[config.mk]
export PLATFORM = sky130hd
export DESIGN_NAME = gcd_arbiter
export DESIGN_NICKNAME = d
export VERILOG_FILES = /design/src/rtl/gcd_pkg.sv /design/src/rtl/gcd_arbiter_rr_arbiter.sv /design/src/rtl/gcd_arbiter.sv
export SDC_FILE = /design/constraint.sdc
export NUM_CORES = 1
export LEC_CHECK = 0
export CORE_AREA = 2 2 154 156
export CTS_BUF_LIST = sky130_fd_sc_hd__clkbuf_2 sky130_fd_sc_hd__clkbuf_4 sky130_fd_sc_hd__clkbuf_8
export DETAILED_ROUTE_END_ITERATION = 12
export DIE_AREA = 0 0 156 158
export PLACE_DENSITY = 0.76
export SYNTH_ARGS = -nofsm -noshare
export SYNTH_HDL_FRONTEND = slang
export SYNTH_SLANG_ARGS = --single-unit
[constraint.sdc]
create_clock -name clk -period 8.75 [get_ports clk]
set_clock_uncertainty 0.1 [all_clocks]
set_input_delay 2.625 -clock clk [delete_from_list [all_inputs] [get_ports clk]]
set_output_delay 2.625 -clock clk [all_outputs]
set_load 0.005 [all_outputs]
[src/rtl/gcd_pkg.sv]
// Shared definitions for the gcd arbiter slice.
//   - state_t      : controller states (IDLE, LOAD, RUN, RESP)
//   - DEFAULT_WIDTH: default operand/result width
//   - clog2()      : index width helper, never returns less than 1 so a
//                    width derived from it is always a legal vector width
package gcd_pkg;

    localparam int DEFAULT_WIDTH = 32;

    typedef enum logic [1:0] {
        IDLE = 2'd0,
        LOAD = 2'd1,
        RUN  = 2'd2,
        RESP = 2'd3
    } state_t;

    function automatic int clog2(input int value);
        int result;
        int v;
        result = 0;
        v      = value - 1;
        while (v > 0) begin
            result = result + 1;
            v      = v >>> 1;
        end
        if (result < 1) begin
            result = 1;
        end else begin
            result = result;
        end
        return result;
    endfunction

endpackage

[src/rtl/gcd_arbiter_rr_arbiter.sv]
// Combinational round-robin arbiter.
//   req       : request vector, one bit per requester
//   ptr       : highest-priority index for this decision
//   grant     : one-hot grant (all zero when no request)
//   grant_idx : index of the granted requester
//   grant_any : at least one request present
module rr_arbiter
    import gcd_pkg::*;
#(
    parameter int NREQ = 4,
    parameter int IDW  = clog2(NREQ)
) (
    input  logic [NREQ-1:0] req,
    input  logic [IDW-1:0]  ptr,
    output logic [NREQ-1:0] grant,
    output logic [IDW-1:0]  grant_idx,
    output logic            grant_any
);

    logic [NREQ-1:0] rot_s;
    logic [IDW:0]    off_s;
    logic [IDW:0]    sum_s;

    // Rotate so ptr sits at bit 0, pick the lowest set bit, then rotate the
    // offset back into an absolute index (modulo NREQ, which need not be 2^n).
    always_comb begin
        rot_s = NREQ'({req, req} >> ptr);
        off_s = {(IDW+1){1'b0}};
        for (int i = NREQ - 1; i >= 0; i--) begin
            off_s = rot_s[i] ? (IDW+1)'(i) : off_s;
        end
        sum_s     = {1'b0, ptr} + off_s;
        grant_idx = (sum_s >= (IDW+1)'(NREQ)) ? IDW'(sum_s - (IDW+1)'(NREQ))
                                                : IDW'(sum_s);
        grant_any = |req;
        grant     = grant_any ? (NREQ'(1) << grant_idx) : {NREQ{1'b0}};
    end

endmodule

[src/rtl/gcd_arbiter.sv]
// Shares one gcd core among NREQ requesters.
//   req_*       : per-requester valid / ready / operands (packed i*WIDTH)
//   rsp_*       : single response channel (id, result, timeout flag)
//   core_*      : connection to the gcd core (operands, reset, result, DONE)
// Jobs with a zero operand bypass the core; everything else is loaded while
// core_reset is held high, computed with core_reset low, and aborted with
// rsp_err after TIMEOUT cycles without DONE.
module gcd_arbiter
    import gcd_pkg::*;
#(
    parameter  int NREQ        = 4,
    parameter  int WIDTH       = DEFAULT_WIDTH,
    parameter  int LOAD_CYCLES = 2,
    parameter  int TIMEOUT     = 4096,
    localparam int IDW         = clog2(NREQ)
) (
    input  logic                  clk,
    input  logic                  reset,
    input  logic [NREQ-1:0]       req_valid,
    output logic [NREQ-1:0]       req_ready,
    input  logic [NREQ*WIDTH-1:0] req_a,
    input  logic [NREQ*WIDTH-1:0] req_b,
    output logic                  rsp_valid,
    input  logic                  rsp_ready,
    output logic [IDW-1:0]        rsp_id,
    output logic [WIDTH-1:0]      rsp_gcd,
    output logic                  rsp_err,
    output logic [WIDTH-1:0]      core_num1,
    output logic [WIDTH-1:0]      core_num2,
    output logic                  core_reset,
    input  logic [WIDTH-1:0]      core_gcd_out,
    input  logic                  core_done
);

    localparam int LCW = clog2(LOAD_CYCLES + 1);
    localparam int TCW = clog2(TIMEOUT);

    state_t            state_r, state_n;
    logic [IDW-1:0]    ptr_r, ptr_n;
    logic [WIDTH-1:0]  a_r, b_r;
    logic [LCW-1:0]    load_cnt_r;
    logic [TCW-1:0]    run_cnt_r;
    logic              rsp_valid_r, rsp_err_r, core_reset_r;
    logic [IDW-1:0]    rsp_id_r;
    logic [WIDTH-1:0]  rsp_gcd_r;

    logic [NREQ-1:0]   grant_s;
    logic [IDW-1:0]    grant_idx_s;
    logic              grant_any_s;
    logic [WIDTH-1:0]  sel_a_s, sel_b_s;
    logic              accept_s, bypass_s, done_s, timeout_s;

    rr_arbiter #(.NREQ(NREQ), .IDW(IDW)) u_rr (
        .req       (req_valid),
        .ptr       (ptr_r),
        .grant     (grant_s),
        .grant_idx (grant_idx_s),
        .grant_any (grant_any_s)
    );

    assign sel_a_s = req_a[grant_idx_s*WIDTH +: WIDTH];
    assign sel_b_s = req_b[grant_idx_s*WIDTH +: WIDTH];
    assign ptr_n   = (grant_idx_s == IDW'(NREQ - 1)) ? {IDW{1'b0}}
                                                     : grant_idx_s + IDW'(1);

    // Accept is combinational in IDLE only; masked during reset because the
    // grant would be discarded by that same edge.
    assign req_ready = (state_r == IDLE && !reset) ? grant_s : {NREQ{1'b0}};

    assign rsp_valid  = rsp_valid_r;
    assign rsp_id     = rsp_id_r;
    assign rsp_gcd    = rsp_gcd_r;
    assign rsp_err    = rsp_err_r;
    assign core_num1  = a_r;
    assign core_num2  = b_r;
    assign core_reset = core_reset_r;

    // Next-state logic and single-cycle event strobes for the datapath.
    always_comb begin
        state_n   = state_r;
        accept_s  = 1'b0;
        bypass_s  = 1'b0;
        done_s    = 1'b0;
        timeout_s = 1'b0;
        case (state_r)
            IDLE: begin
                if (grant_any_s) begin
                    accept_s = 1'b1;
                    if (sel_a_s == {WIDTH{1'b0}} || sel_b_s == {WIDTH{1'b0}}) begin
                        bypass_s = 1'b1;
                        state_n  = RESP;
                    end else begin
                        state_n  = LOAD;
                    end
                end else begin
                    state_n = IDLE;
                end
            end
            LOAD: begin
                if (load_cnt_r == {LCW{1'b0}}) begin
                    state_n = RUN;
                end else begin
                    state_n = LOAD;
                end
            end
            RUN: begin
                // DONE has priority over a timeout in the same cycle.
                if (core_done) begin
                    done_s  = 1'b1;
                    state_n = RESP;
                end else if (run_cnt_r == TCW'(TIMEOUT - 1)) begin
                    timeout_s = 1'b1;
                    state_n   = RESP;
                end else begin
                    state_n = RUN;
                end
            end
            RESP: begin
                if (rsp_ready) begin
                    state_n = IDLE;
                end else begin
                    state_n = RESP;
                end
            end
            default: begin
                state_n = IDLE;
            end
        endcase
    end

    // State register.
    always_ff @(posedge clk) begin
        if (reset) begin
            state_r <= IDLE;
        end else begin
            state_r <= state_n;
        end
    end

    // Datapath registers: job latch, counters and registered outputs.
    always_ff @(posedge clk) begin
        if (reset) begin
            ptr_r        <= {IDW{1'b0}};
            a_r          <= {WIDTH{1'b0}};
            b_r          <= {WIDTH{1'b0}};
            load_cnt_r   <= {LCW{1'b0}};
            run_cnt_r    <= {TCW{1'b0}};
            rsp_valid_r  <= 1'b0;
            rsp_id_r     <= {IDW{1'b0}};
            rsp_gcd_r    <= {WIDTH{1'b0}};
            rsp_err_r    <= 1'b0;
            core_reset_r <= 1'b1;
        end else begin
            rsp_valid_r  <= (state_n == RESP);
            core_reset_r <= (state_n != RUN);

            if (accept_s) begin
                a_r        <= sel_a_s;
                b_r        <= sel_b_s;
                rsp_id_r   <= grant_idx_s;
                ptr_r      <= ptr_n;
                load_cnt_r <= LCW'(LOAD_CYCLES - 1);
            end else if (state_r == LOAD && load_cnt_r != {LCW{1'b0}}) begin
                load_cnt_r <= load_cnt_r - LCW'(1);
            end else begin
                load_cnt_r <= load_cnt_r;
            end

            // RUN cycle count starts at zero on the first RUN cycle and
            // never passes TIMEOUT-1 because RUN is left at that value.
            if (state_r == LOAD) begin
                run_cnt_r <= {TCW{1'b0}};
            end else if (state_r == RUN && run_cnt_r != TCW'(TIMEOUT - 1)) begin
                run_cnt_r <= run_cnt_r + TCW'(1);
            end else begin
                run_cnt_r <= run_cnt_r;
            end

            // gcd(x,0) = x and gcd(0,0) = 0, so a|b covers every bypass case.
            if (bypass_s) begin
                rsp_gcd_r <= sel_a_s | sel_b_s;
                rsp_err_r <= 1'b0;
            end else if (done_s) begin
                rsp_gcd_r <= core_gcd_out;
                rsp_err_r <= 1'b0;
            end else if (timeout_s) begin
                rsp_gcd_r <= {WIDTH{1'b0}};
                rsp_err_r <= 1'b1;
            end else begin
                rsp_gcd_r <= rsp_gcd_r;
                rsp_err_r <= rsp_err_r;
            end
        end
    end

endmodule

==> flow_metrics.py <==
metrics = {
    "setup_path": {
        "slowest_stage": "clkdlybuf4s50_1",
        "cp-startpoint": "req_valid[1]",
        "worstSetupPathType": "primary input to primary output",
        "crit_family": "buffers and inverters",
        "critPathMaxFanout": 8,
        "worstPathArrival_ps": 5570,
        "cp-start-kind": "primary input",
        "crit_required_ps": 6030,
        "r2r-start": "ptr_r[0]",
        "path_buf_inv": 3,
        "cp-end-kind": "primary output",
        "crit_chain": "clkdlybuf4s50_1, nor2_1, or4_1, o2111ai_1, ha_4, xor2_1, and3_1, nor2_1, inv_2, ha_1, nor3b_1, clkdlybuf4s50_1",
        "critPathMaxStageDelay_ps": 620,
    },
    "layout": {
        "fin_nets": 1504,
        "area_growth_pct": 62.7,
        "seq_area_sq_um": 2380,
        "antenna_cells": 0,
        "multiInputGateArea_sq_um": 4550,
        "drive_gt1_share_pct": 9.99,
        "fillers": 2135,
    },
    "clock_network": {
        "post_cts_buffers": 0,
        "ctsResizeCount": 0,
        "path_clk_slew_ps": 70,
        "clockRootBuffer": "clkbuf_8",
        "tritoncts": "built",
        "ctsLongestPathBuffers": 2,
        "clk_latency_ps": 430,
        "clkSinkCount": 119,
        "cts_made_buffers": 17,
        "hold_buffers": 0,
        "h-tree-depth": 4,
    },
    "global_routing": {
        "grt_max_degree": 72,
        "grt_pass1_vias": 8239,
        "grt-ovfl-total": 0,
        "grt_pass1_wl_microns": 50400,
        "grt_util_met3_pct": 6.90,
        "grt_use_total_pct": 27.9,
        "antenna_found_initial": 0,
        "top_usage_layer": "met2",
        "met1_usage_pct": 35.2,
        "grt_use_met2_pct": 45.3,
    },
    "hold_path": {
        "hold_class": "register to register",
        "hp-start": "core_num2[7]",
    },
    "route": {
        "first_pass_iters": 7,
        "drt_iter0_drc": 815,
        "wl_per_cell_microns": 23.5,
        "route.detailed.drc": 0,
        "vias": 8456,
        "postRouteAntennaNets": 0,
        "via_per_inst": 5.63,
        "wl_microns": 35300,
    },
    "die": {
        "die_area_sq_um": 24600,
        "start_util_pct": 31.4,
        "ioPinCount": 401,
        "core_sq_um": 23100,
        "die_height_microns": 158,
        "rows": 56,
        "die_x_microns": 156,
    },
    "power": {
        "max-vdd-ir-drop_v": 0.000144,
        "p_per_area_nw_per_um2": 270,
        "p_leak_nw": 4.03,
        "fin_total_pwr_w": 0.00318,
    },
    "logic_synthesis": {
        "syn_area_sq_um": 7230,
        "yosysSeqAreaShare_pct": 33.0,
        "ys.flop_type": "dfxtp_1",
        "syn_inst": 839,
        "synth-seq-cells": 119,
        "synthArstFlopShare_pct": 0,
        "synth_cell_types": 44,
        "yosysWarnings": 0,
        "synth_fp_nets": 1142,
        "synth_edf_count": 0,
        "syn_avg_cell_area_sq_um": 8.62,
    },
    "timing": {
        "slew_violations": 0,
        "fin_setup_tns_ps": 0,
        "rsz0062_at_grt": "false",
        "hold_viol": 0,
        "maxSlewHeadroom_pct": 22.9,
        "setup_viol": 0,
        "fin_crit_ps": 8300,
        "period_share_pct": 94.8,
        "worst_pin_slew_ps": 1150,
        "fmax_mhz": 121,
    },
    "placement": {
        "gp_congestion": 0.963,
        "io_buffers": 400,
        "dp_hpwl_microns": 28700,
    },
    "flow_run": {
        "maxCapViolations": 0,
    },
    "outcome": {
        "outcome": "complete, no violations",
    },
}
worst reg2reg max path, stage by stage, from the launching register on:
cell and delay (ps):
dfxtp_1 600, nor3b_1 110, o21ai_0 240, o2111ai_1 230, ha_4 410, inv_1 100, buf_4 210, nor4_1 470
nand4_1 140, a22oi_1 340, a22oi_1 190, o22ai_4 160, buf_12 280, nor3b_1 470, nor4_1 90
per-layer routing:
metal  routed length, microns  up-vias
met5                        0        -
met4                     1490        0
met3                     2840       82
met2                    16900      496
met1                    14100     4039
li1                         -     3839
metrics by stage:
step | worst slack, ps | cell area [sq um] | instances | util (%) | hold WS (ps)
3_5_place_dp | 491 | 11400 | 1472 | 49.5 | 346
3_3_place_gp | 593 | 11400 | 1472 | 49.5 | 341
6_report | 452 | 11800 | 1501 | 51.0 | 355
5_1_grt | 261 | 11800 | 1501 | 51.0 | 370
2_1_floorplan | 1270 | 7230 | 839 | - | 353
4_1_cts | 470 | 11800 | 1501 | 51.0 | 355
synth_stat cells, drive strengths merged, types with 2 or more instances:
library cell  instances  area (sq um)
nand2b                4          25.0
xor2                  8          70.1
o41ai                 2          17.5
a211oi               64           521
nand4                17           106
o22ai                 2          18.8
mux4                 64          1440
nor3                 21           105
clkbuf               44           165
nor3b                 6          45.0
a21oi                79           399
nor4                 51           319
o21ai                 4          20.0
buf                  24           146
o2111ai               2          17.5
a22oi                 4          30.0
inv                   4          15.0
or4                   5          37.5
nand3                 7          35.0
nor4b                 2          17.5
nor2                101           379
xnor2                 4          35.0
nand4b                2          17.5
or3                   3          18.8
ha                    7          87.6
dfxtp               119          2380
nand2               178           668
layout by cell type (no fill, tap or decap), drive strengths merged, types with 2 or more instances in the layout:
cell type        n
a211oi          64
a21oi           79
a22oi            4
buf             12
clkbuf          26
clkdlybuf4s50  399
clkinv           2
dfxtp          119
ha               7
inv              4
mux4            64
nand2          178
nand2b           4
nand3            7
nand4           17
nand4b           2
nor2           101
nor3            21
nor3b            6
nor4            51
nor4b            2
o2111ai          2
o21ai            4
o22ai            2
o41ai            2
or3              3
or4              5
xnor2            4
xor2             8
final timing paths:
| check | end | slack (ps) | cells after the start |
|---|---|---|---|
| worst max-delay path | req_ready[2] | 450 | 12 |
| worst min-delay path | core_num2[7] | 350 | 2 |
| worst max register to register | rsp_gcd[4] | 4480 | 14 |
| worst min register to register | core_num2[7] | 350 | 2 |
registers in the layout, summed over array words and instances (netlist names), 2 cells and up:
signal	cells
core_num1	32
core_num2	32
rsp_gcd	32
run_cnt_r	12
load_cnt_r	2
ptr_r	2
rsp_id	2
state_r	2
where the power goes:
group	leakage [nW]	switching (W)	internal [W]	total, W
clock network	0.185	0.000217	0.000241	0.000457
registers	0.974	0.0000827	0.000674	0.000757
logic	2.87	0.00103	0.000936	0.00196
total	4.03	0.00133	0.00185	0.00318
cell type report:
class | count | share of cell area, %
Clock buffer | 26 | 2.83
Clock inverter | 3 | 0.149
Inverter | 4 | 0.128
Multi-Input combinational cell | 648 | 38.7
Sequential cell | 119 | 20.3
Tap cell | 290 | 3.09
Timing Repair Buffer | 411 | 34.8
logic make-up after synthesis:
kind of cell | count (synthesis) | synth area share [%]
AND/OR/NAND/NOR | 402 | 25.0
XOR/XNOR | 12 | 1.45
buffers and inverters | 72 | 4.52
adder cells (fa/ha/maj) | 7 | 1.21
AO/OA/AOI/OAI | 162 | 14.7
flip-flops | 119 | 33.0
multiplexers | 65 | 20.1
Note: power is estimated with default switching activity, not from simulation.
